$ cat src/rtl/fp_normalize_round.sv
// fp_normalize_round -- post-add normalize / round-to-nearest-even / pack
// stage of the single-precision FPU.
//
// Two-stage pipeline:
//   stage 1: normalize the extended mantissa. A carry shifts it right by 1;
//            otherwise a leading-zero count shifts it left. The exponent is
//            adjusted to match.
//   stage 2: round to nearest-even on G/R/S, classify, and pack a binary32.
// Non-OK input classes (NAN/INF/NUL) skip the arithmetic. They still pass
// through both stages, so every result has the same latency.
//
// Ports:
//   clk, rst            clock, synchronous active-high reset
//   in_vld / in_rdy     upstream handshake (in_rdy = advance enable)
//   in_cls              upstream class: 00 OK, 01 NAN, 10 INF, 11 NUL
//   in_sign             result sign
//   in_exp  [EXP_W]     signed biased exponent of the hidden-bit position
//   in_mant [MANT_W]    {carry, hidden, frac[22:0], G, R, S}
//   result  [32]        packed binary32
//   state   [2]         status code of result (same encoding as in_cls)
//   res_vld / res_rdy   downstream handshake
//   inexact             only when FPN_INEXACT_FLAG_EN is defined: set when
//                       the result differs from the exact value
//
// Optional feature macro: FPN_INEXACT_FLAG_EN

module fp_normalize_round #(
  parameter int EXP_W  = 10,
  parameter int MANT_W = 28
) (
  input  logic              clk,
  input  logic              rst,
  input  logic              in_vld,
  output logic              in_rdy,
  input  logic [1:0]        in_cls,
  input  logic              in_sign,
  input  logic [EXP_W-1:0]  in_exp,
  input  logic [MANT_W-1:0] in_mant,
  output logic [31:0]       result,
  output logic [1:0]        state,
  output logic              res_vld,
  input  logic              res_rdy
`ifdef FPN_INEXACT_FLAG_EN
  ,
  output logic              inexact
`endif
);

  typedef enum logic [1:0] {
    ST_OK  = 2'b00,
    ST_NAN = 2'b01,
    ST_INF = 2'b10,
    ST_NUL = 2'b11
  } st_e;

  localparam int NW   = MANT_W - 1;       // normalized: hidden..sticky
  localparam int SIGW = NW - 3;           // hidden + fraction bits
  localparam int LZW  = $clog2(NW + 1);
  // Two extra exponent bits: +1 from the carry shift, +1 from the rounding
  // carry. Neither can wrap for any legal in_exp.
  localparam int EW   = EXP_W + 2;

  localparam logic signed [EW-1:0] EXP_INF  = EW'(255);
  localparam logic signed [EW-1:0] EXP_ZERO = '0;

  logic w_en;
  assign w_en   = !res_vld || res_rdy;
  assign in_rdy = w_en;

  // ---------------------------------------------------------------- stage 1
  logic [LZW-1:0]       w_lzc;
  logic                 w_found;
  logic [NW-1:0]        w_norm;
  logic signed [EW-1:0] w_exp_in;
  logic signed [EW-1:0] w_exp1;
  logic                 w_zero;

  always_comb begin
    w_lzc   = '0;
    w_found = 1'b0;
    for (int i = NW - 1; i >= 0; i--) begin
      if (!w_found) begin
        if (in_mant[i]) w_found = 1'b1;
        else            w_lzc   = w_lzc + LZW'(1);
      end
    end
    w_exp_in = EW'($signed(in_exp));
    w_zero   = (in_mant == '0);
    if (in_mant[MANT_W-1]) begin
      // The bit shifted out below the sticky position folds into sticky.
      w_norm = {in_mant[MANT_W-1:2], in_mant[1] | in_mant[0]};
      w_exp1 = w_exp_in + EW'(1);
    end else begin
      w_norm = in_mant[NW-1:0] << w_lzc;
      w_exp1 = w_exp_in - EW'(w_lzc);
    end
  end

  logic                 r1_vld;
  logic [1:0]           r1_cls;
  logic                 r1_sign;
  logic                 r1_zero;
  logic signed [EW-1:0] r1_exp;
  logic [NW-1:0]        r1_mant;

  always_ff @(posedge clk) begin
    if (rst) begin
      r1_vld  <= 1'b0;
      r1_cls  <= ST_NUL;
      r1_sign <= 1'b0;
      r1_zero <= 1'b0;
      r1_exp  <= '0;
      r1_mant <= '0;
    end else if (w_en) begin
      r1_vld <= in_vld;
      if (in_vld) begin
        r1_cls  <= in_cls;
        r1_sign <= in_sign;
        r1_zero <= w_zero;
        r1_exp  <= w_exp1;
        r1_mant <= w_norm;
      end
    end
  end

  // ---------------------------------------------------------------- stage 2
  logic                 w_g, w_r, w_s, w_rup;
  logic [SIGW:0]        w_sig;
  logic [SIGW-2:0]      w_frac;
  logic signed [EW-1:0] w_exp2;
  logic                 w_ovf, w_uf;
  logic [31:0]          w_res;
  logic [1:0]           w_st;

  always_comb begin
    w_g    = r1_mant[2];
    w_r    = r1_mant[1];
    w_s    = r1_mant[0];
    w_rup  = w_g && (w_r || w_s || r1_mant[3]);
    w_sig  = {1'b0, r1_mant[NW-1:3]} + {{SIGW{1'b0}}, w_rup};
    // A carry out of the significand means it rounded up to 2.0.
    if (w_sig[SIGW]) begin
      w_frac = '0;
      w_exp2 = r1_exp + EW'(1);
    end else begin
      w_frac = w_sig[SIGW-2:0];
      w_exp2 = r1_exp;
    end
    w_ovf = (w_exp2 >= EXP_INF);
    w_uf  = (w_exp2 <= EXP_ZERO);

    w_res = {r1_sign, 31'h0};
    w_st  = ST_NUL;
    case (r1_cls)
      ST_NAN: begin w_res = 32'h7FC0_0000;            w_st = ST_NAN; end
      ST_INF: begin w_res = {r1_sign, 8'hFF, 23'h0};  w_st = ST_INF; end
      ST_NUL: begin w_res = {r1_sign, 31'h0};         w_st = ST_NUL; end
      default: begin
        if (r1_zero) begin
          w_res = {r1_sign, 31'h0};                   w_st = ST_NUL;
        end else if (w_ovf) begin
          w_res = {r1_sign, 8'hFF, 23'h0};            w_st = ST_INF;
        end else if (w_uf) begin
          // No subnormals: anything below the normal range flushes to zero.
          w_res = {r1_sign, 31'h0};                   w_st = ST_NUL;
        end else begin
          w_res = {r1_sign, w_exp2[7:0], w_frac};     w_st = ST_OK;
        end
      end
    endcase
  end

  always_ff @(posedge clk) begin
    if (rst) begin
      res_vld <= 1'b0;
      result  <= '0;
      state   <= ST_NUL;
    end else if (w_en) begin
      res_vld <= r1_vld;
      if (r1_vld) begin
        result <= w_res;
        state  <= w_st;
      end
    end
  end

`ifdef FPN_INEXACT_FLAG_EN
  logic w_inx;

  always_comb begin
    w_inx = 1'b0;
    if (r1_cls == ST_OK && !r1_zero) begin
      if (w_ovf || w_uf) w_inx = 1'b1;
      else               w_inx = w_g || w_r || w_s;
    end
  end

  always_ff @(posedge clk) begin
    if (rst)                  inexact <= 1'b0;
    else if (w_en && r1_vld)  inexact <= w_inx;
  end
`endif

endmodule
$ cat config.mk
export PLATFORM = sky130hd
export DESIGN_NAME = fp_normalize_round
export DESIGN_NICKNAME = d
export VERILOG_FILES = /design/src/rtl/fp_normalize_round.sv
export SDC_FILE = /design/constraint.sdc
export NUM_CORES = 1
export LEC_CHECK = 0
export CAP_MARGIN = 10
export CORE_MARGIN = 2
export CORE_UTILIZATION = 35
export CTS_CLUSTER_DIAMETER = 30
export DETAILED_ROUTE_END_ITERATION = 10
export MAX_ROUTING_LAYER = met4
export SKIP_LAST_GASP = 1
export SYNTH_ARGS = -nofsm -noshare
export SYNTH_HDL_FRONTEND = slang
export SYNTH_SLANG_ARGS = --single-unit
$ cat constraint.sdc
create_clock -name clk -period 21.9 [get_ports clk]
set_input_delay 2.19 -clock clk [delete_from_list [all_inputs] [get_ports clk]]
set_output_delay 2.19 -clock clk [all_outputs]
set_load 0.05 [all_outputs]
Yosys cells after proc, flatten, opt, wreduce, memory -nomap -nowiden
Index checks and enable logic that the tools add are counted.
{"block": "word_totals", "regBits": 79, "input_bits": 45}
{"block": "classes", "shifts": 1, "eq_ne": 3, "n_addsub": 30, "magnitude_cmp": 2, "muxes": 116, "reduce_logical": 8, "bitwise_logic": 1}
{"cell": "$mux 5", "count": 52}
{"cell": "$add 5x1->5 const B", "count": 26}
{"cell": "$pmux 32 s3", "count": 1}
{"cell": "$mux 31", "count": 3}
{"cell": "$mux 1", "count": 52}
{"cell": "$logic_not 28->1", "count": 1}
{"cell": "$mux 27", "count": 1}
{"cell": "$shl 27x5->27", "count": 1}
{"cell": "$add 24x1->25", "count": 1}
{"cell": "$mux 12", "count": 2}
{"cell": "$mux 23", "count": 1}
{"cell": "$add 12x2->12 const B", "count": 1}
{"cell": "$ge 12x9->1 const B", "count": 1}
{"cell": "$le 12x1->1 const B", "count": 1}
{"cell": "$add 10x2->11 const B", "count": 1}
{"cell": "$sub 10x6->11", "count": 1}
{"cell": "$mux 2", "count": 3}
{"cell": "$pmux 2 s3", "count": 1}
{"cell": "$eq 2x2->1 const B", "count": 2}
{"cell": "$reduce_and 2->1", "count": 2}
{"cell": "$logic_or 1x1->1", "count": 3}
{"cell": "$eq 2x1->1 const B", "count": 1}
{"cell": "$logic_and 1x1->1", "count": 1}
{"cell": "$logic_not 1->1", "count": 1}
{"cell": "$or 1x1->1", "count": 1}

Logic depth before layout (Yosys ltp)
Gate-level depths: netlist of the first run.
{"block": "depth", "word_depth": 81, "ltp_mapped": 79, "depth_no_buf": 77}

Least setup slack after synthesis of the first run
Ideal clock, no wire load.
{"block": "synth_path", "path_type": "in2reg", "start": "input in_mant[24]", "end": "register r1_exp[10]", "setup_slack_ns": 6.085, "setup_ns": 0.086, "arrival_ns": 15.728, "cell_stages": 78, "path_buffers": 3, "t_required_ns": 21.814, "cell_sequence": "clkbuf_1 > a21oi_1 > ha_1 > or3_1 > and2_1 > ha_1 > o21ai_0 > nor2_1 > nor2_1 > ha_1 > nor3b_1 > o31ai_1 > a21boi_0 > nor2_1 > xnor2_1 > a21oi_1 > ha_1 > nor2_1 > [42 not listed] > clkbuf_1 > clkbuf_1 > ha_1 > xnor2_1 > nor2_1 > ha_1 > nor2b_1 > o21ai_0 > nand2b_1 > a21oi_1 > o21bai_1 > a21oi_1 > o21bai_1 > a21o_1 > a21oi_1 > xnor2_1 > xnor2_1 > a211oi_1"}
{"block": "synth_between", "elab_chain_cells": 76}
{"item": "start, declared", "line": "38", "source": "input logic [MANT_W-1:0] in_mant,"}
{"item": "$mux 5", "line": "83", "source": "if (in_mant[i]) w_found = 1'b1;"}
{"item": "$mux 5", "line": "82", "source": "if (!w_found) begin"}
{"item": "$add 5x1->5", "line": "84", "source": "else w_lzc = w_lzc + LZW'(1);"}
{"item": "$mux 5", "line": "83"}
{"item": "$mux 5", "line": "82"}
{"item": "$add 5x1->5", "line": "84"}
{"item": "$mux 5", "line": "83"}
{"item": "$mux 5", "line": "82"}
{"item": "[60 not listed]"}
{"item": "$add 5x1->5", "line": "84"}
{"item": "$mux 5", "line": "83"}
{"item": "$mux 5", "line": "82"}
{"item": "$add 5x1->5", "line": "84"}
{"item": "$mux 5", "line": "83"}
{"item": "$mux 5 *", "line": "82"}
{"item": "$sub 10x6->11 *", "line": "95", "source": "w_exp1 = w_exp_in - EW'(w_lzc);"}
{"item": "$mux 12 *", "line": "89", "source": "if (in_mant[MANT_W-1]) begin"}
{"item": "end signal, assigned", "line": "120", "source": "r1_exp <= w_exp1;"}
{"item": "end, declared", "line": "103", "source": "logic signed [EW-1:0] r1_exp;"}
Mark *: on every way between the ends. The rest lies on a longest branch, timed or not.
A chain may end at the register's enable or synchronous reset.

Worst setup path in the final report of the first run
{"block": "layout_path", "start": "input in_mant[25]", "end": "register r1_exp[9]"}
{"block": "layout_between", "elab_chain_cells": 79}
{"item": "$mux 5", "line": "83"}
{"item": "$mux 5", "line": "82"}
{"item": "$add 5x1->5", "line": "84"}
{"item": "$mux 5", "line": "83"}
{"item": "$mux 5", "line": "82"}
{"item": "$add 5x1->5", "line": "84"}
{"item": "$mux 5", "line": "83"}
{"item": "$mux 5", "line": "82"}
{"item": "[63 not listed]"}
{"item": "$add 5x1->5", "line": "84"}
{"item": "$mux 5", "line": "83"}
{"item": "$mux 5", "line": "82"}
{"item": "$add 5x1->5", "line": "84"}
{"item": "$mux 5", "line": "83"}
{"item": "$mux 5 *", "line": "82"}
{"item": "$sub 10x6->11 *", "line": "95"}
{"item": "$mux 12 *", "line": "89"}
Marks and branches as above.

==> metrics.md, run 1 <==
| Metric | Value |
|---|---|
| Status | `finished, final reports clean` |
| Largest net degree at the start of global routing | `79` |
| Mux share of post-synthesis cell area | `6.94%` |
| Vias after detailed routing | `8418` |
| GRT overflow | `0` |
| Slew HR | `between 20% and 30%` |
| Total wire length | `24.3 mm` |
| DPL Wire Length | `between 15 and 20 mm` |
| Register area | `1560 µm²` |
| DRT Pass-1 Iters | `5` |
| Top cell by count, worst path | `ha_1` |
| Synth top area share | `18.3%` |
| Reg-to-Reg Start | `r1_mant[2]$_SDFFE_PP0P_` |
| H-tree levels | `3` |
| Starting Density | `35.4%` |
| Final worst-path cycle share | `about four fifths` |
| Top post-synthesis cells by area | `dfxtp_1 18%, nor2_1 6.4%, ha_1 6.0%` |
| Post-layout instance area | `9830 µm²` |
| Cells after Synth | `1174` |
| Leading area contributor after synthesis | `dfxtp_1` |
| Leakage power | `3.71 nW` |
| Final min period | `between 15 and 20 ns` |
| GP Congestion | `0.928` |
| Row count | `57` |
| Synth Net Count | `1261` |
| CP peak stage delay | `roughly 0.90 ns` |
| Combinational family with the most area after synthesis | `simple AND/OR/NAND/NOR gates` |
| Avg Inst Size Synth | `7.28 µm²` |
| Area used by multi-input combinational logic | `around 6500 µm²` |
| R2R setup slack | `17.20 ns` |
| XOR/XNOR share of the synthesized area | `11.4%` |
| Endpoints failing hold | `0` |
| Horiz. Die Dim | `160 µm` |
| TNS Setup | `0 ns` |
| Crit path launch type | `primary input` |
| Fmax | `0.0570 GHz` |
| Hold Buf Count CTS | `0` |
| Area Growth Syn to Fin | `15.0%` |
| Core Area | `24100 µm²` |
| Hold slack final | `0.452 ns` |
| Postcts setup bufs | `0` |
| Number of synthesized flops with an enable pin | `0` |
| Layout cells sized above 1 | `5.93%` |
| Port buffer count | `80` |
| Setup Crit Path Kind | `in -> reg` |
| Cts bufs inserted | `9` |
| Register area share after synthesis | `18.3%` |
| Post-synthesis simple-gate area fraction | `between 20% and 30%` |
| Via/cell ratio | `5.53` |
| Synth Register Bits | `78` |
| Worst reg2reg path endpoint | `result[18]$_SDFFE_PP0P_` |
| Setup violations, final | `0` |
| Starting DRT DRC Count | `713` |
| Unique masters post-synth | `87` |
| Clock transition at the registers of the reported paths | `0.06 ns` |
| Critical Path AT | `17.80 ns` |
| Layout Nets | `1279` |
| Resized cells post-CTS | `0` |
| Most common cell in the synthesized netlist | `nor2_1` |
| Compound-gate portion of the synthesized area | `24.9%` |
| Initial antenna violation count | `0` |
| WP data required | `22.16 ns` |
| Ys async rst share | `0%` |
| Max-slew violation count | `0` |
| DIE AREA | `~26000 µm²` |
| Mapped cell area | `8540 µm²` |
| CP Capture Type | `flip-flop` |
| # clock sinks | `just under 80` |
| GRT Util Overall | `19.4%` |
| Worst path slowest cell | `o21ai_4` |
| Crit path capture | `r1_exp[9]$_SDFFE_PP0P_` |
| Max_cap viols | `0` |
| Fillers | `2566` |
| DP Area | `9490 µm²` |
| P per Cell Area | `between 40 and 50 nW/µm²` |
| Die Ht | `160 µm` |
| CP Max Fanout | `44` |
| I/O Pins | `81` |
| Worst Max-Slew Pin Slew | `1.12 ns` |
| Antenna cell count | `0` |
| VDD IR max | `0.0363 mV` |
| Remaining DRCs | `0` |
| Number of global-route vias before repair | `7870` |
| Bufs on Longest Clock Path | `2` |
| Wire per inst | `~16 µm` |
| R2R depth | `20` |
| Post-Synth Adder-Cell Area | `6.47%` |
| Skew-Pair Late Insertion Delay | `0.34 ns` |
| Clock root buffer | `clkbuf_16` |
| Min-Delay Path Class | `reg -> reg` |
| Antenna-violating nets left | `0` |
| RSZ-0062 raised after global routing | `no` |
| Top cells by count, synth | `146 x nor2_1, 101 x nand2_1, 98 x a21oi_1` |
| Total power | `0.454 mW` |
| CTS tree | `built` |
| Predominant post-synthesis flop cell | `dfxtp_1` |
| Clock Skew | `0.00651 ns` |
| First-pass GRT wire length | `40.6 mm` |
| Ys Warns | `0` |
| Worst Setup SP | `in_mant[25]` |
how the worst min path moves through the flow:
| stage | start | end | cells past startpoint |
|---|---|---|---|
| global route | result[31]$_SDFFE_PP0P_ | result[31]$_SDFFE_PP0P_ | 2 |
| finish | result[31]$_SDFFE_PP0P_ | result[31]$_SDFFE_PP0P_ | 2 |
| global placement | r1_sign$_SDFFE_PP0P_ | r1_sign$_SDFFE_PP0P_ | 2 |
| CTS | result[31]$_SDFFE_PP0P_ | result[31]$_SDFFE_PP0P_ | 2 |
| detailed placement | result[31]$_SDFFE_PP0P_ | result[31]$_SDFFE_PP0P_ | 2 |
| floorplan | r1_sign$_SDFFE_PP0P_ | r1_sign$_SDFFE_PP0P_ | 2 |
cells in the final DEF (no fill, tap or decap), types with 8 or more instances in the layout:
master,netlist,layout
a211oi_1,21,21
or3_1,9,9
nor2_1,146,146
ha_1,41,41
a21o_1,10,10
nor3_1,33,32
nand4_1,13,13
a221oi_1,11,11
o21ai_0,54,54
nand2b_1,17,17
a31oi_1,11,11
buf_4,2,8
xnor2_1,56,55
o22ai_1,10,10
clkdlybuf4s50_1,0,79
o211ai_1,17,17
mux2i_1,51,51
xor2_1,28,27
nor2b_1,28,28
and3_1,12,12
nand2_1,101,101
a21oi_1,98,98
inv_1,37,37
and2_1,15,15
a22oi_1,27,27
nand3_1,34,34
dfxtp_1,78,78
clkbuf_16,0,9
registers in the layout, summed over array words and instances, names as in the netlist:
name     cells
r1_vld       1
r1_mant     27
r1_sign      1
r1_exp      11
r1_zero      1
res_vld      1
result      32
r1_cls       2
state        2
area by class of cell:
cell class,count,area share [%]
Inverter,37,1.41
Clock inverter,3,0.407
Timing Repair Buffer,89,8.85
Multi-Input combinational cell,977,66.5
Clock buffer,13,2.85
Sequential cell,78,15.9
Tap cell,324,4.13
cells by family after synthesis:
logic type / after synthesis
AOI/OAI and AO/OA: 326
muxes: 57
xor gates and xnor gates: 94
DFF: 78
adders and majority gates: 44
and+or+nand+nor: 456
buffers and inverters: 119
power by group:
part | total [mW] | internal, mW | switching [mW]
Sequential | 0.160 | 0.151 | 0.00902
Combinational | 0.140 | 0.0557 | 0.0842
Clock | 0.154 | 0.100 | 0.0543
Total | 0.454 | 0.307 | 0.148
per-layer routing:
layer  GRT usage [%]  vias up  part of all wire [%]  wire (µm)
met5               -        -                     0          0
met4            4.79        0                   1.4        333
met3            1.77       23                   5.3       1280
met2            30.5      250                    45      10900
met1            26.9     3879                    49      11800
li1                -     4266                     -          -
critical path: cells and delay by family:
family / cells / cell delay (ns)
muxes: 4 / 0.91
AOI/OAI and AO/OA: 31 / 6.00
adders and majority gates: 15 / 4.73
buffers and inverters: 3 / 0.79
xor gates and xnor gates: 2 / 0.34
and+or+nand+nor: 21 / 2.82
through the flow:
stage / utilization (%) / instances / setup WS, ns
2_1_floorplan: - / 1174 / 6.09
3_3_place_gp: 39.4 / 1504 / 4.61
3_5_place_dp: 39.4 / 1504 / 4.16
4_1_cts: 40.7 / 1520 / 4.49
5_1_grt: 40.8 / 1521 / 2.89
6_report: 40.8 / 1521 / 4.36
Note: power is estimated with default switching activity, not from simulation.
==> inputs of run 2 (changes only) <==
==> constraint.sdc (replaced) <==
create_clock -name clk -period 16.62 [get_ports clk]
set_input_delay 1.662 -clock clk [delete_from_list [all_inputs] [get_ports clk]]
set_output_delay 1.662 -clock clk [all_outputs]
set_load 0.05 [all_outputs]
==> metrics.md, run 2 (synthesis results as in run 1) <==
| Metric | Value |
|---|---|
| Status | `finished, final reports clean` |
| GP Congestion | `0.932 (+0.34%)` |
| TNS Setup | `0 ns (unchanged)` |
| Clock root buffer | `clkbuf_16` |
| Post-route setup slack | `1.31 ns (-3.04 ns)` |
| Hold Buf Count CTS | `0 (unchanged)` |
| Clock power frac | `32.7% (-1.3 points)` |
| Total power | `0.588 mW (+29%)` |
| Min-Delay Path Class | `reg -> reg` |
| Via/cell ratio | `5.51 (-0.40%)` |
| Layout Nets | `1284 (+0.39%)` |
| Sequential share of power | `35.9% (+0.7 points)` |
| Port buffer count | `80 (unchanged)` |
| Fillers | `2568 (+0.078%)` |
| Post-layout instance area | `9860 µm² (+0.33%)` |
| Row count | `57 (unchanged)` |
| Area Growth Syn to Fin | `15.4%` |
| DIE AREA | `25700 µm² (unchanged)` |
| Skew-Pair Late Insertion Delay | `0.33 ns (about the same)` |
| Max_cap viols | `0 (unchanged)` |
| Antenna cell count | `0 (unchanged)` |
| Initial antenna violation count | `0 (unchanged)` |
| Max-slew violation count | `0 (unchanged)` |
| Top cell by count, worst path | `ha_1` |
| Largest net degree at the start of global routing | `79 (unchanged)` |
| Logic pwr share | `31.4% (+0.6 points)` |
| Core Area | `24100 µm² (unchanged)` |
| GRT Util Overall | `19.0% (-0.40 points)` |
| Slew HR | `21.7% (-3.1 points)` |
| Clock Skew | `0.00523 ns (-0.00128 ns)` |
| Psw | `0.192 mW (+30%)` |
| Critical Path AT | `15.55 ns (-2.25 ns)` |
| CTS tree | `built` |
| Largest regs | `result: 32 flops, r1_mant: 27 flops, r1_exp: 11 flops` |
| Die Ht | `160 µm (unchanged)` |
| Cell Count Post-Placement | `1508 (+0.27%)` |
| Sw frac | `32.7% (+0.22 points)` |
| P per Cell Area | `59.6 nW/µm² (+29%)` |
| First-pass GRT wire length | `39.8 mm (-1.9%)` |
| Max FFs per register | `32 (unchanged)` |
| Setup Crit Path Kind | `in -> reg` |
| Clock transition at the registers of the reported paths | `0.05 ns (about the same)` |
| Largest register by flop count | `result` |
| CP peak stage delay | `0.66 ns (-0.24 ns)` |
| Starting Density | `35.4% (unchanged)` |
| Vias after detailed routing | `8401 (-0.20%)` |
| Fmax | `0.0653 GHz` |
| Setup violations, final | `0 (unchanged)` |
| Layout cells sized above 1 | `6.58% (+0.65 points)` |
| CP Capture Type | `flip-flop` |
| DRT Pass-1 Iters | `5 (unchanged)` |
| Starting DRT DRC Count | `870 (+22%)` |
| RSZ-0062 raised after global routing | `no` |
| Remaining DRCs | `0 (unchanged)` |
| Fin cells | `1524 (+0.20%)` |
| CP Max Fanout | `7 (-84%)` |
| Antenna-violating nets left | `0 (unchanged)` |
| I/O Pins | `81 (unchanged)` |
| Cts bufs inserted | `9 (unchanged)` |
| Crit path launch type | `primary input` |
| Leakage power | `3.73 nW (+0.56%)` |
| Pint | `0.396 mW (+29%)` |
| Bufs on Longest Clock Path | `2 (unchanged)` |
| Worst Max-Slew Pin Slew | `1.16 ns (+0.0368 ns)` |
| Final worst-path cycle share | `92.1%` |
| Number of global-route vias before repair | `7835 (-0.44%)` |
| Area used by multi-input combinational logic | `6560 µm² (+0.42%)` |
| Horiz. Die Dim | `160 µm (unchanged)` |
| Total wire length | `24.2 mm (-0.73%)` |
| H-tree levels | `3 (unchanged)` |
| Pre-CTS WS | `0.124 ns (-4.04 ns)` |
| # clock sinks | `78 (unchanged)` |
| Worst path slowest cell | `or4_4` |
| Endpoints failing hold | `0 (unchanged)` |
| WP data required | `16.86 ns (-5.30 ns)` |
| Wire per inst | `15.9 µm (-0.93%)` |
| Register area | `1560 µm² (unchanged)` |
| Most common cell after layout, fill and taps aside | `nor2_1` |
| VDD IR max | `0.0550 mV (+52%)` |
| Final min period | `between 15 and 20 ns` |
| Most frequent cells in the layout | `145 x nor2_1, 101 x nand2_1, 97 x a21oi_1, 78 x dfxtp_1, 76 x clkdlybuf4s50_1` |
| DP Area | `9520 µm² (+0.32%)` |
| DPL Wire Length | `18.4 mm (-0.44%)` |
| GRT overflow | `0 (unchanged)` |
-- run 2: critical path, delay by kind of cell --
| family | cells | cell delay [ns] |
|---|---|---|
| adders and majority gates | 14 | 4.41 |
| and+or+nand+nor | 22 | 2.87 |
| buffers and inverters | 2 | 0.56 |
| xor gates and xnor gates | 7 | 1.21 |
| muxes | 4 | 0.93 |
| AOI/OAI and AO/OA | 26 | 3.92 |
-- run 2: repair_timing --
action                                  CTS  global route
buffers inserted                          0             1
endpoints found under the setup margin    0            27
resized for setup                         0            13
-- run 2: worst paths after layout --
path / from / depth (start not counted) / to / slack (ns)
worst max-delay path: in_mant[23] / 75 / r1_exp[10]$_SDFFE_PP0P_ / 1.31
worst min-delay path: r1_zero$_SDFFE_PP0P_ / 2 / r1_zero$_SDFFE_PP0P_ / 0.46
worst max register to register: r1_mant[2]$_SDFFE_PP0P_ / 18 / result[9]$_SDFFE_PP0P_ / 11.36
worst min register to register: r1_zero$_SDFFE_PP0P_ / 2 / r1_zero$_SDFFE_PP0P_ / 0.46
-- run 2: per-stage QoR --
stage | util [%] | hold slack (ns)
floorplan | - | 0.433
global placement | 39.5 | 0.442
detailed placement | 39.5 | 0.451
CTS | 40.7 | 0.458
global route | 40.9 | 0.470
finish | 40.9 | 0.457
-- run 2: final cells by class --
cell class / count / area share, %
flip-flops and latches: 78 / 15.8
clock buffers: 13 / 2.64
well taps: 324 / 4.11
clock inverters: 1 / 0.305
inverters: 37 / 1.41
repair buffers: 94 / 9.18
multi-input cells: 977 / 66.5
-- run 2: per-layer routing --
metal / global-route usage (%) / up-vias / share of wire [%]
met5: - / - / 0
met2: 30.2 / 238 / 45
li1: - / 4279 / -
met3: 2.03 / 32 / 4.9
met4: 5.20 / 0 / 2.1
met1: 25.8 / 3852 / 48
-- run 2: power groups by stage --
stage	combinational (mW)	clock [mW]	sequential [mW]
after global placement	0.180	0	0.214
after CTS	0.183	0.195	0.211
after detailed placement	0.181	0	0.215
after global routing	0.206	0.205	0.213
after floorplan	0.128	0	0.219
final	0.185	0.192	0.211
==> inputs of run 3 (changes only) <==
--- a/config.mk
+++ b/config.mk
@@ -6,10 +6,10 @@
 export NUM_CORES = 1
 export LEC_CHECK = 0
 export CAP_MARGIN = 10
-export CORE_MARGIN = 2
-export CORE_UTILIZATION = 35
+export CORE_UTILIZATION = 34
 export CTS_CLUSTER_DIAMETER = 30
 export DETAILED_ROUTE_END_ITERATION = 10
+export DONT_BUFFER_PORTS = 1
 export MAX_ROUTING_LAYER = met4
 export SKIP_LAST_GASP = 1
 export SYNTH_ARGS = -nofsm -noshare
==> metrics.md, run 3 (synthesis results as in run 1) <==
| Metric | Value |
|---|---|
| Area Growth Syn to Fin | `5.55%` |
| Starting DRT DRC Count | `732 (-16%)` |
| Remaining DRCs | `0 (unchanged)` |
| Endpoints failing hold | `0 (unchanged)` |
| CP Max Fanout | `17 (+10)` |
| Clock transition at the registers of the reported paths | `0.06 ns (about the same)` |
| Max FFs per register | `32 (unchanged)` |
| Largest net degree at the start of global routing | `79 (unchanged)` |
| Max_cap viols | `0 (unchanged)` |
| Postcts setup bufs | `0 (unchanged)` |
| Most frequent cells in the layout | `146 x nor2_1, 101 x nand2_1, 98 x a21oi_1, 78 x dfxtp_1, 55 x xnor2_1` |
| CP peak stage delay | `0.47 ns (-0.19 ns)` |
| # clock sinks | `78 (unchanged)` |
| RSZ-0062 raised after global routing | `no` |
| Core Area | `24500 µm² (+1.5%)` |
| GP Congestion | `0.894 (-4.0%)` |
| Vias after detailed routing | `8127 (-3.3%)` |
| CP Capture Type | `flip-flop` |
| Layout cells sized above 1 | `6.35% (-0.23 points)` |
| Final worst-path cycle share | `92.8% (+0.67 points)` |
| Largest register by flop count | `result` |
| Horiz. Die Dim | `161 µm (+0.18%)` |
| Setup Crit Path Kind | `in -> reg` |
| Critical Path AT | `15.67 ns (+0.12 ns)` |
| Sw frac | `31.7% (-0.97 points)` |
| Skew-Pair Late Insertion Delay | `0.33 ns (about the same)` |
| Psw | `0.176 mW (-8.6%)` |
| Via/cell ratio | `5.64 (+2.2%)` |
| Row count | `57 (unchanged)` |
| Wire per inst | `16.7 µm (+5.2%)` |
| VDD IR max | `0.0713 mV (+30%)` |
| Bufs on Longest Clock Path | `2 (unchanged)` |
| Min-Delay Path Class | `reg -> reg` |
| TNS Setup | `0 ns (unchanged)` |
| Resized cells post-CTS | `0 (unchanged)` |
| Max-slew violation count | `0 (unchanged)` |
| DPL Wire Length | `18.3 mm (-0.56%)` |
| Starting Density | `34.9% (-0.52 points)` |
| GRT overflow | `0 (unchanged)` |
| Total wire length | `24.1 mm (-0.49%)` |
| Initial antenna violation count | `0 (unchanged)` |
| GRT Util Overall | `18.8% (-0.26 points)` |
| Port buffer count | `0 (-100%)` |
| DIE AREA | `25800 µm² (+0.36%)` |
| Layout Nets | `1201 (-6.5%)` |
| Die Ht | `161 µm (+0.18%)` |
| Slew HR | `31.8% (+10 points)` |
| Pint | `0.378 mW (-4.4%)` |
| Area used by multi-input combinational logic | `6530 µm² (-0.42%)` |
| Status | `finished, final reports clean` |
| Cts bufs inserted | `9 (unchanged)` |
| Leakage power | `3.41 nW (-8.6%)` |
| Worst path slowest cell | `xnor3_2` |
| CTS tree | `built` |
| I/O Pins | `81 (unchanged)` |
| Largest regs | `result: 32 flops, r1_mant: 27 flops, r1_exp: 11 flops` |
| Crit path launch type | `primary input` |
| Antenna-violating nets left | `0 (unchanged)` |
| H-tree levels | `3 (unchanged)` |
| Sequential share of power | `39.7% (+3.8 points)` |
| Clock root buffer | `clkbuf_16` |
| Fmax | `0.0649 GHz (-0.73%)` |
| Logic pwr share | `26.2% (-5.2 points)` |
| Most common cell after layout, fill and taps aside | `nor2_1` |
| Total power | `0.554 mW (-5.8%)` |
| Top cell by count, worst path | `ha_1` |
| Clock Skew | `0.00453 ns (-0.000700 ns)` |
| First-pass GRT wire length | `38.9 mm (-2.3%)` |
| P per Cell Area | `61.4 nW/µm² (+3.0%)` |
| Antenna cell count | `0 (unchanged)` |
| Hold Buf Count CTS | `0 (unchanged)` |
| Number of global-route vias before repair | `7366 (-6.0%)` |
| Fillers | `2533 (-1.4%)` |
| DRT Pass-1 Iters | `5 (unchanged)` |
| Clock power frac | `34.1% (+1.4 points)` |
| Worst Max-Slew Pin Slew | `1.01 ns (-0.152 ns)` |
| Register area | `1560 µm² (unchanged)` |
| Final min period | `15.42 ns (+0.112 ns)` |
| WP data required | `16.87 ns (about the same)` |
| Setup violations, final | `0 (unchanged)` |
==> run 3: routing by layer <==
metal	part of all wire (%)	vias up	track usage [%]
met3	5.4	25	2.74
met2	44	207	28.1
met1	49	3777	26.1
li1	-	4118	-
met4	1.5	0	4.89
met5	0	-	-
==> run 3: power groups by stage <==
stage                     sequential [mW]  clock, mW  combinational (mW)
after detailed placement            0.224          0               0.143
after CTS                           0.220      0.194               0.144
final                               0.220      0.189               0.145
after global placement              0.223          0               0.142
after global routing                0.222      0.203               0.163
after floorplan                     0.219          0               0.128
==> run 3: final cells by class <==
type / instances / area share, %
clock buffers: 10 / 2.65
clock inverters: 5 / 0.555
inverters: 37 / 1.54
multi-input cells: 977 / 72.4
flip-flops and latches: 78 / 17.3
well taps: 324 / 4.50
repair buffers: 11 / 0.999
==> run 3: worst paths after layout <==
path	startpoint	to	slack, ns	cells past startpoint
worst max-delay path	in_mant[25]	r1_exp[10]$_SDFFE_PP0P_	1.20	74
worst min-delay path	r1_sign$_SDFFE_PP0P_	r1_sign$_SDFFE_PP0P_	0.45	2
worst max register to register	r1_mant[2]$_SDFFE_PP0P_	result[16]$_SDFFE_PP0P_	11.60	18
worst min register to register	r1_sign$_SDFFE_PP0P_	r1_sign$_SDFFE_PP0P_	0.45	2
==> run 3: metrics by stage <==
stage	cell area, µm²	worst slack, ns	utilization [%]	hold WS [ns]	cells
CTS	9000	1.26	36.8	0.451	1441
detailed placement	8710	0.938	35.6	0.443	1426
global route	9020	0.0355	36.9	0.468	1442
floorplan	8540	1.33	-	0.433	1174
global placement	8710	1.36	35.6	0.438	1426
finish	9020	1.20	36.9	0.450	1442
==> run 3: worst max-delay path, delay by kind of cell <==
family / cells / cell delay (ns)
AOI/OAI and AO/OA: 27 / 4.38
xor gates and xnor gates: 5 / 1.03
adders and majority gates: 15 / 4.65
buffers and inverters: 2 / 0.25
muxes: 3 / 0.80
and+or+nand+nor: 22 / 2.90
